==> src/rtl/rvscc_pkg.sv <==
// Shared RV32 core definitions: word sizes and the fetch->decode entry layout.
package rvscc_pkg;

    localparam int XLEN    = 32;
    localparam int INSTR_W = 32;

    // One buffered fetch result handed to decode.
    typedef struct packed {
        logic [INSTR_W-1:0] instr;
        logic [XLEN-1:0]    pc;
    } fetch_entry_t;

    // Clear the byte-offset bits so an address points at a whole instruction word.
    function automatic logic [XLEN-1:0] word_align(input logic [XLEN-1:0] a);
        return a & ~XLEN'(3);
    endfunction

endpackage

==> src/rtl/sync_fifo.sv <==
// Synchronous FIFO with flush; head is read straight from the storage array.
// DEPTH must be a power of two (>= 2) so the pointers wrap naturally.
module sync_fifo #(
    parameter int WIDTH = 64,
    parameter int DEPTH = 2
) (
    input  logic                   clk,
    input  logic                   rst,
    input  logic                   push_i,
    input  logic                   pop_i,
    input  logic                   flush_i,
    input  logic [WIDTH-1:0]       data_i,
    output logic                   full_o,
    output logic                   empty_o,
    output logic [$clog2(DEPTH):0] count_o,
    output logic [WIDTH-1:0]       head_o
);
    localparam int AW = $clog2(DEPTH);
    localparam int CW = AW + 1;

    logic [WIDTH-1:0] mem_q [DEPTH];
    logic [AW-1:0]    rd_ptr_q, rd_ptr_d;
    logic [AW-1:0]    wr_ptr_q, wr_ptr_d;
    logic [CW-1:0]    count_q, count_d;
    logic             do_push;
    logic             do_pop;

    // Flush wins over push and pop; a pop on an empty FIFO is ignored.
    assign do_push = push_i && !flush_i;
    assign do_pop  = pop_i && !flush_i && (count_q != '0);

    // Next-state pointers and occupancy.
    always_comb begin
        rd_ptr_d = rd_ptr_q;
        wr_ptr_d = wr_ptr_q;
        count_d  = count_q;
        if (flush_i) begin
            rd_ptr_d = '0;
            wr_ptr_d = '0;
            count_d  = '0;
        end else begin
            if (do_push) wr_ptr_d = wr_ptr_q + AW'(1);
            if (do_pop)  rd_ptr_d = rd_ptr_q + AW'(1);
            count_d = count_q + CW'(do_push) - CW'(do_pop);
        end
    end

    // Control state: pointers and count, cleared by reset.
    always_ff @(posedge clk) begin
        if (rst) begin
            rd_ptr_q <= '0;
            wr_ptr_q <= '0;
            count_q  <= '0;
        end else begin
            rd_ptr_q <= rd_ptr_d;
            wr_ptr_q <= wr_ptr_d;
            count_q  <= count_d;
        end
    end

    // Data storage: no reset, only written on an accepted push.
    always_ff @(posedge clk) begin
        if (do_push) mem_q[wr_ptr_q] <= data_i;
    end

    assign full_o  = (count_q == CW'(DEPTH));
    assign empty_o = (count_q == '0);
    assign count_o = count_q;
    assign head_o  = mem_q[rd_ptr_q];

    // Writers must never push into a full FIFO.
    a_no_overflow: assert property (@(posedge clk) disable iff (rst) !(do_push && full_o));

endmodule

==> src/rtl/instr_fetch.sv <==
// RV32I fetch stage: owns the PC, issues credit-limited word fetches and
// buffers in-order responses for decode. Redirects flush the buffer and
// mark every in-flight response as stale so it is dropped on arrival.
module instr_fetch
    import rvscc_pkg::*;
#(
    parameter logic [31:0] RESET_PC = 32'h0000_0000,
    parameter int          DEPTH    = 2
) (
    input  logic        clk,
    input  logic        rst,
    input  logic        redirect_valid,
    input  logic [31:0] redirect_pc,
    output logic        imem_req_valid,
    input  logic        imem_req_ready,
    output logic [31:0] imem_req_addr,
    input  logic        imem_rsp_valid,
    input  logic [31:0] imem_rsp_data,
    output logic        out_valid,
    input  logic        out_ready,
    output logic [31:0] out_instr,
    output logic [31:0] out_pc
);
    localparam int           CW      = $clog2(DEPTH) + 1;
    localparam logic [CW:0]  DEPTH_C = (CW+1)'(DEPTH);

    logic [XLEN-1:0] pc_q, pc_d;
    logic [XLEN-1:0] rsp_pc_q, rsp_pc_d;
    logic [CW-1:0]   outstanding_q, outstanding_d;
    logic [CW-1:0]   drop_cnt_q, drop_cnt_d;
    logic [CW-1:0]   fifo_count;
    logic [CW:0]     credits_used;
    logic            req_fire;
    logic            rsp_take;
    logic            push;
    logic            pop;
    logic            fifo_full;
    logic            fifo_empty;
    fetch_entry_t    push_entry;
    fetch_entry_t    head_entry;

    // A request slot exists only while in-flight plus buffered stays below DEPTH,
    // which is what guarantees every accepted response finds room in the FIFO.
    assign credits_used   = {1'b0, outstanding_q} + {1'b0, fifo_count};
    assign imem_req_valid = !rst && !redirect_valid && (credits_used < DEPTH_C);
    assign imem_req_addr  = pc_q;
    assign req_fire       = imem_req_valid && imem_req_ready;

    assign rsp_take   = imem_rsp_valid && !rst;
    assign push       = rsp_take && !redirect_valid && (drop_cnt_q == '0);
    assign push_entry = '{instr: imem_rsp_data, pc: rsp_pc_q};

    assign out_valid = !rst && !fifo_empty;
    assign pop       = out_valid && out_ready && !redirect_valid;
    assign out_instr = out_valid ? head_entry.instr : '0;
    assign out_pc    = out_valid ? head_entry.pc    : '0;

    // PC, response-PC, credit and stale-drop bookkeeping; redirect overrides all.
    always_comb begin
        pc_d          = pc_q;
        rsp_pc_d      = rsp_pc_q;
        outstanding_d = outstanding_q + CW'(req_fire) - CW'(rsp_take);
        drop_cnt_d    = drop_cnt_q;
        if (redirect_valid) begin
            pc_d       = word_align(redirect_pc);
            rsp_pc_d   = word_align(redirect_pc);
            drop_cnt_d = outstanding_q - CW'(rsp_take);
        end else begin
            if (req_fire) pc_d = pc_q + 32'd4;
            if (rsp_take) begin
                if (drop_cnt_q != '0) drop_cnt_d = drop_cnt_q - CW'(1);
                else                  rsp_pc_d   = rsp_pc_q + 32'd4;
            end
        end
    end

    // Fetch control registers with synchronous reset.
    always_ff @(posedge clk) begin
        if (rst) begin
            pc_q          <= RESET_PC;
            rsp_pc_q      <= RESET_PC;
            outstanding_q <= '0;
            drop_cnt_q    <= '0;
        end else begin
            pc_q          <= pc_d;
            rsp_pc_q      <= rsp_pc_d;
            outstanding_q <= outstanding_d;
            drop_cnt_q    <= drop_cnt_d;
        end
    end

    sync_fifo #(
        .WIDTH ($bits(fetch_entry_t)),
        .DEPTH (DEPTH)
    ) u_fifo (
        .clk     (clk),
        .rst     (rst),
        .push_i  (push),
        .pop_i   (pop),
        .flush_i (redirect_valid),
        .data_i  (push_entry),
        .full_o  (fifo_full),
        .empty_o (fifo_empty),
        .count_o (fifo_count),
        .head_o  (head_entry)
    );

    // The credit rule must keep the buffer from ever overflowing.
    a_credit_ok: assert property (@(posedge clk) disable iff (rst) !(push && fifo_full));

endmodule

==> config.mk <==
export PLATFORM = sky130hd
export DESIGN_NAME = instr_fetch
export DESIGN_NICKNAME = d
export VERILOG_FILES = /design/src/rtl/rvscc_pkg.sv /design/src/rtl/sync_fifo.sv /design/src/rtl/instr_fetch.sv
export SDC_FILE = /design/constraint.sdc
export NUM_CORES = 1
export LEC_CHECK = 0
export CAP_MARGIN = 20
export CELL_PAD_IN_SITES_DETAIL_PLACEMENT = 1
export CELL_PAD_IN_SITES_GLOBAL_PLACEMENT = 1
export CORE_AREA = 2 2 150 152
export CTS_CLUSTER_SIZE = 25
export DETAILED_ROUTE_END_ITERATION = 12
export DIE_AREA = 0 0 152 154
export PLACE_DENSITY_LB_ADDON = 0.25
export RECOVER_POWER = 25
export SYNTH_ARGS = -nofsm -noshare
export SYNTH_HDL_FRONTEND = slang
export SYNTH_SLANG_ARGS = --single-unit
==> constraint.sdc <==
create_clock -name clk -period 10.2 [get_ports clk]
set_input_delay 3.06 -clock clk [delete_from_list [all_inputs] [get_ports clk]]
set_output_delay 3.06 -clock clk [all_outputs]
set_load 0.05 [all_outputs]
### Word-level counts from Yosys, hierarchy flattened

Memories as Yosys holds them, arrays and structs flattened. A register that Yosys moved wholly into a read port is not among the register bits.
Index checks and enable logic that the tools add are counted.

| word-level totals | value |
|---|---|
| logic and storage cells | 64 |
| memory bits (writable) | 128 |
| output and inout bits | 98 |
| input port bits | 70 |
| flip-flop bits (word level) | 72 |
| memories kept | 1 |

Memories:

| name | depth | width | read ports | clocked after Yosys merged registers in | wr ports | line | RTL |
|---|---|---|---|---|---|---|---|
| u_fifo.mem_q | 2 | 64 | 1 | 1 | 1 | sync_fifo.sv:21 | `logic [WIDTH-1:0] mem_q [DEPTH];` |

| operators by class | value |
|---|---|
| equal/unequal tests | 1 |
| mux-type cells | 14 |
| $add $sub $neg | 11 |
| bitwise logic cells | 1 |
| reduce and logical (&&, ||, !) cells | 26 |
| order comparisons | 1 |

Operator list:

| operator | number |
|---|---|
| $mux W32 | 7 |
| $add A32 B3 Y32 const B | 2 |
| $logic_and A1 B1 Y1 | 12 |
| $reduce_bool A2 Y1 | 5 |
| $mux W2 | 3 |
| $reduce_and A2 Y1 | 3 |
| $sub A2 B1 Y2 | 3 |
| $add A2 B1 Y2 | 2 |
| $logic_not A2 Y1 | 2 |
| $mux W1 | 4 |
| $add A2 B2 Y3 | 1 |
| $logic_not A1 Y1 | 3 |
| $lt A3 B2 Y1 const B | 1 |
| $add A1 B1 Y1 const B | 2 |
| $ne A2 B2 Y1 const B | 1 |
| $reduce_or A2 Y1 | 1 |
| $sub A2 B1 Y2 const B | 1 |
| $not A1 Y1 | 1 |

### Longest topological paths before layout

| logic depth | value |
|---|---|
| depth after elaboration | 9 |
| gate-level depth with buffers | 12 |
| depth with buffers taken out | 11 |

### By module

A second synthesis with hierarchy kept.

| second synthesis, totals | value |
|---|---|
| cell total of the unflattened synthesis | 751 |
| area total of the unflattened synthesis | 8916.1 um^2 |

Modules (own cells, without submodules):

| module | sequential area each (um^2) | area each (um^2) | cells an instance | instances |
|---|---|---|---|---|
| sync_fifo | 3943.8 | 4828.4 | 223 | 1 |
| instr_fetch | 1281.2 | 4087.7 | 528 | 1 |

### Worst setup path before layout

No wires, ideal clock.

| timing | value |
|---|---|
| kind | input-to-reg |
| start | input port redirect_valid |
| end | memory u_fifo.mem_q[0][10] (enable) |
| stages | 4 |
| slack | 1685 ps |
| setup time | 558 ps |
| arrival time | 7957 ps |
| cells stage by stage | clkbuf_1 -> buf_1 -> buf_1 -> nor3_1 |

| on the way | value |
|---|---|
| longest elaborated chain between the ends | 6 |

RTL lines:

| element | line | RTL |
|---|---|---|
| start, declared | instr_fetch.sv:12 | `input logic redirect_valid,` |
| $logic_not A1 Y1 * | sync_fifo.sv:29, instr_fetch.sv:50 |  |
| $logic_and A1 B1 Y1 (2 in series) | instr_fetch.sv:50 | `assign push = rsp_take && !redirect_valid && (drop_cnt_q == '0);` |
| $logic_and A1 B1 Y1 * | sync_fifo.sv:29 | `assign do_push = push_i && !flush_i;` |
| $mux W1 * | sync_fifo.sv:63 | `if (do_push) mem_q[wr_ptr_q] <= data_i;` |
| $mux W1 (implied by the code) * | sync_fifo.sv:63 |  |
| end, declared | sync_fifo.sv:21 |  |

Every way passes the cells marked *; elsewhere a longest branch is shown, timed or not.

### Worst setup path in the final report

| timing | value |
|---|---|
| start | input port rst |
| end | output port imem_req_valid |

| on the way | value |
|---|---|
| longest elaborated chain between the ends | 3 |

RTL lines:

| element | line | RTL |
|---|---|---|
| start, declared | instr_fetch.sv:11 | `input logic rst,` |
| $logic_not A1 Y1 | instr_fetch.sv:45 | `assign imem_req_valid = !rst && !redirect_valid && (credits_used < DEPTH_C);` |
| $logic_and A1 B1 Y1 (2 in series) | instr_fetch.sv:45 |  |
| end, declared | instr_fetch.sv:14 | `output logic imem_req_valid,` |

Every way passes these cells.

==> impl_results.md <==
- RSZ-0062 raised after global routing: false
- Sw power: 0.458 mW
- P&R area growth vs syn: 27.1%
- Hold_buf cts: 0
- Worst EP arrival: 5.09 ns
- Commonest cells after routing, fill and taps aside: clkdlybuf4s50_1 (137), edfxtp_1 (124), nor2_1 (89)
- Hold Path Class: flop to flop
- R2R cell count: 7
- Yosys cell types: 60
- Slew Limit Fails: 0
- Worst-path fanout max: 54
- First-pass GRT wire length: 36.2 mm
- GRT Util Overall: 19.2%
- Worst slew pin tran: 1.09 ns
- Main synth FF type: edfxtp_1
- Peak VDD IR: 0.114 mV
- Post-Layout Cell Count: 1,203
- Nets: 989
- Post-synthesis sequential area ratio: 57.7%
- Area after DPL: 10,600 um^2
- Area of the core: 21,700 um^2
- Int Power: 1.31 mW
- Logic pwr share: 10.5%
- R2R Setup Slk: 7.46 ns
- Leak: 3.63 nW
- Most common cell after layout, fill and taps aside: clkdlybuf4s50_1
- Rel. slew slack: 27.3%
- Crit start category: primary input
- Switching Fraction: 26.0%
- Wirelength per Cell: 18.6 um
- Final clock skew: 0.0130 ns
- Largest net degree at the start of global routing: 63
- Seq cells post-synth: 193
- Post-cts resize count: 0
- DR vias: 6,654
- Placed cell count: 1,170
- FF-to-FF Start: u_fifo.count_o[0]
- GP Congestion: 0.817
- Fillers: 2,288
- # setup viols final: 0
- CTS buffer count: 17
- Antenna diodes: 0
- Syn Inst Count: 764
- Pwr dens: 157 nW/um^2
- F_max: 123 MHz
- Synth warn: 0
- TritonCTS clock tree: built
- Drt first-iter violations: 327
- CTS sink count: 193
- Row count: 54
- Final routed DRC violation total: 0
- Register area: 5110 um^2
- Hold Startpoint: u_fifo.rd_ptr_q
- Die H: 154 um
- Syn Area/Cell: 11.6 um^2
- First-pass DRT Iterations: 5
- DP Wirelength: 15.2 mm
- Req. time, crit path: 7.14 ns
- Sequential fraction of design power: 50.7%
- Setup bufs post-CTS: 0
- Worst hold endpoint: u_fifo.rd_ptr_q
- Routed Antenna Nets: 0
- Initial Utilization: 40.8%
- CTS root buffer: clkbuf_16
- Clk pwr share: 38.8%
- Worst hold path cell count: 2
- R2r endpoint: imem_req_addr[13]
- Fin crit period: 8.15 ns
- Die X: 152 um
- Antenna violations before repair: 0
- Final Cell Area: 11,200 um^2
- Worst Setup End Kind: output pin
- Status: finished, final reports clean
- Layout cells sized above 1: 6.83%
- Critical path class: primary input to output pin
- Async SR Flop Fraction: 0%
- Mapped Area: 8840 um^2
- Detailed Route WL: 22.3 mm
- Grt total ovfl: 0
- Vias in the first global route: 6,619
- Longest Clk Path Bufs: 2
- H-tree depth: 4
- Input/output buffers: 161
- MaxCap Viol Count: 0
- Boundary Pins: 168
- Number of synthesized flops with an enable pin: 124
- Via-to-Cell Ratio: 5.53
- Fin crit share: 79.9%
- Multi-input gate area: 3410 um^2
- Setup TNS: 0 ns
- Clk Latency, worst-skew pair: 0.44 ns
- Die area: 23,400 um^2
- Final Hold Vio Count: 0
- Reg clk slew, reported paths: 0.08 ns
- Hold slack: 0.514 ns
per-stage QoR:
stage                     setup slack [ns]  total power [mW]  util (%)
after floorplan                       1.69              1.02         -
final                                 2.05              1.77      51.8
after detailed placement              2.06              1.10      49.0
after global placement                2.06              1.09      49.0
after CTS                             2.04              1.78      51.8
after global routing                  1.92              1.83      51.8
power groups by stage:
| stage | Clock (mW) | Combinational, mW | Sequential (mW) |
|---|---|---|---|
| global route | 0.731 | 0.201 | 0.899 |
| floorplan | 0 | 0.0857 | 0.934 |
| CTS | 0.698 | 0.189 | 0.894 |
| finish | 0.685 | 0.186 | 0.895 |
| detailed placement | 0 | 0.187 | 0.911 |
| global placement | 0 | 0.184 | 0.910 |
layout make-up:
| type | instances | share of cell area (%) |
|---|---|---|
| tap | 280 | 3.12 |
| clock inverter | 14 | 1.54 |
| timing repair buffer | 171 | 14.9 |
| sequential | 193 | 45.4 |
| clock buffer | 18 | 3.82 |
| inverter | 24 | 0.801 |
| multi-input combinational | 503 | 30.4 |
cells in the mapped netlist (5+ instances only):
library cell	count	share of area (%)
nand4_1	24	1.7
dfxtp_1	69	16
o31ai_1	7	0.59
mux2i_1	63	7.1
nor3b_1	9	0.76
ha_1	8	1.1
clkbuf_8	6	0.93
nand3_1	27	1.5
a31oi_1	15	1.1
a21boi_0	15	1.3
inv_1	24	1.0
xnor2_1	14	1.4
and2_1	5	0.35
nor3_1	9	0.51
nand3b_1	5	0.42
or4_1	10	0.85
a211oi_1	9	0.76
xor2_1	12	1.2
o21bai_1	9	0.76
and3_1	10	0.71
nor2b_1	9	0.64
nand2_1	32	1.4
and4_1	9	0.89
nor4_1	14	0.99
buf_1	10	0.42
a21oi_1	17	0.96
o31a_1	12	1.2
a311oi_1	6	0.59
nor2_1	89	3.8
edfxtp_1	124	42
clkbuf_1	23	0.98
or3_1	8	0.57
o21ai_0	11	0.62
worst max path at each step:
stage / slack, ns / depth (start not counted) / startpoint / endpoint
final: 2.05 / 5 / rst / imem_req_valid
after global routing: 1.92 / 5 / rst / imem_req_valid
after CTS: 2.04 / 5 / rst / imem_req_valid
after detailed placement: 2.06 / 5 / rst / imem_req_valid
after global placement: 2.06 / 5 / rst / imem_req_valid
after floorplan: 1.69 / 4 / redirect_valid / u_fifo.mem_q[0][10]
cell families after synthesis:
kind of cell | after synthesis | share of synthesized area [%]
other | 1 | 0.0424
adder cells (fa/ha/maj) | 9 | 1.36
AO/OA/AOI/OAI | 121 | 9.78
flip-flops | 193 | 57.7
multiplexers | 63 | 7.13
AND/OR/NAND/NOR | 280 | 17.3
XOR/XNOR | 26 | 2.58
buffers and inverters | 71 | 4.06
sequential cells by signal, summed over array words and instances, names as in the netlist, named ones only:
name             cells
imem_req_addr       30
u_fifo.mem_q       124
u_fifo.count_o       2
u_fifo.rd_ptr_q      1
drop_cnt_q           2
rsp_pc_q            30
u_fifo.wr_ptr_q      1
outstanding_q        2
metal layers:
layer,track usage [%],vias up,wire (um)
li1,-,3164,-
met1,27.7,3291,11000
met2,30.2,182,10200
met3,3.64,17,913
met4,4.18,0,208
met5,0,-,0
worst max-delay path, cell delays in order:
cell and delay (ns):
buf_2 0.12, buf_4 0.29, or2_2 0.49, nor3_1 0.24, clkdlybuf4s50_1 0.85
(Power assumes the default switching activity.)
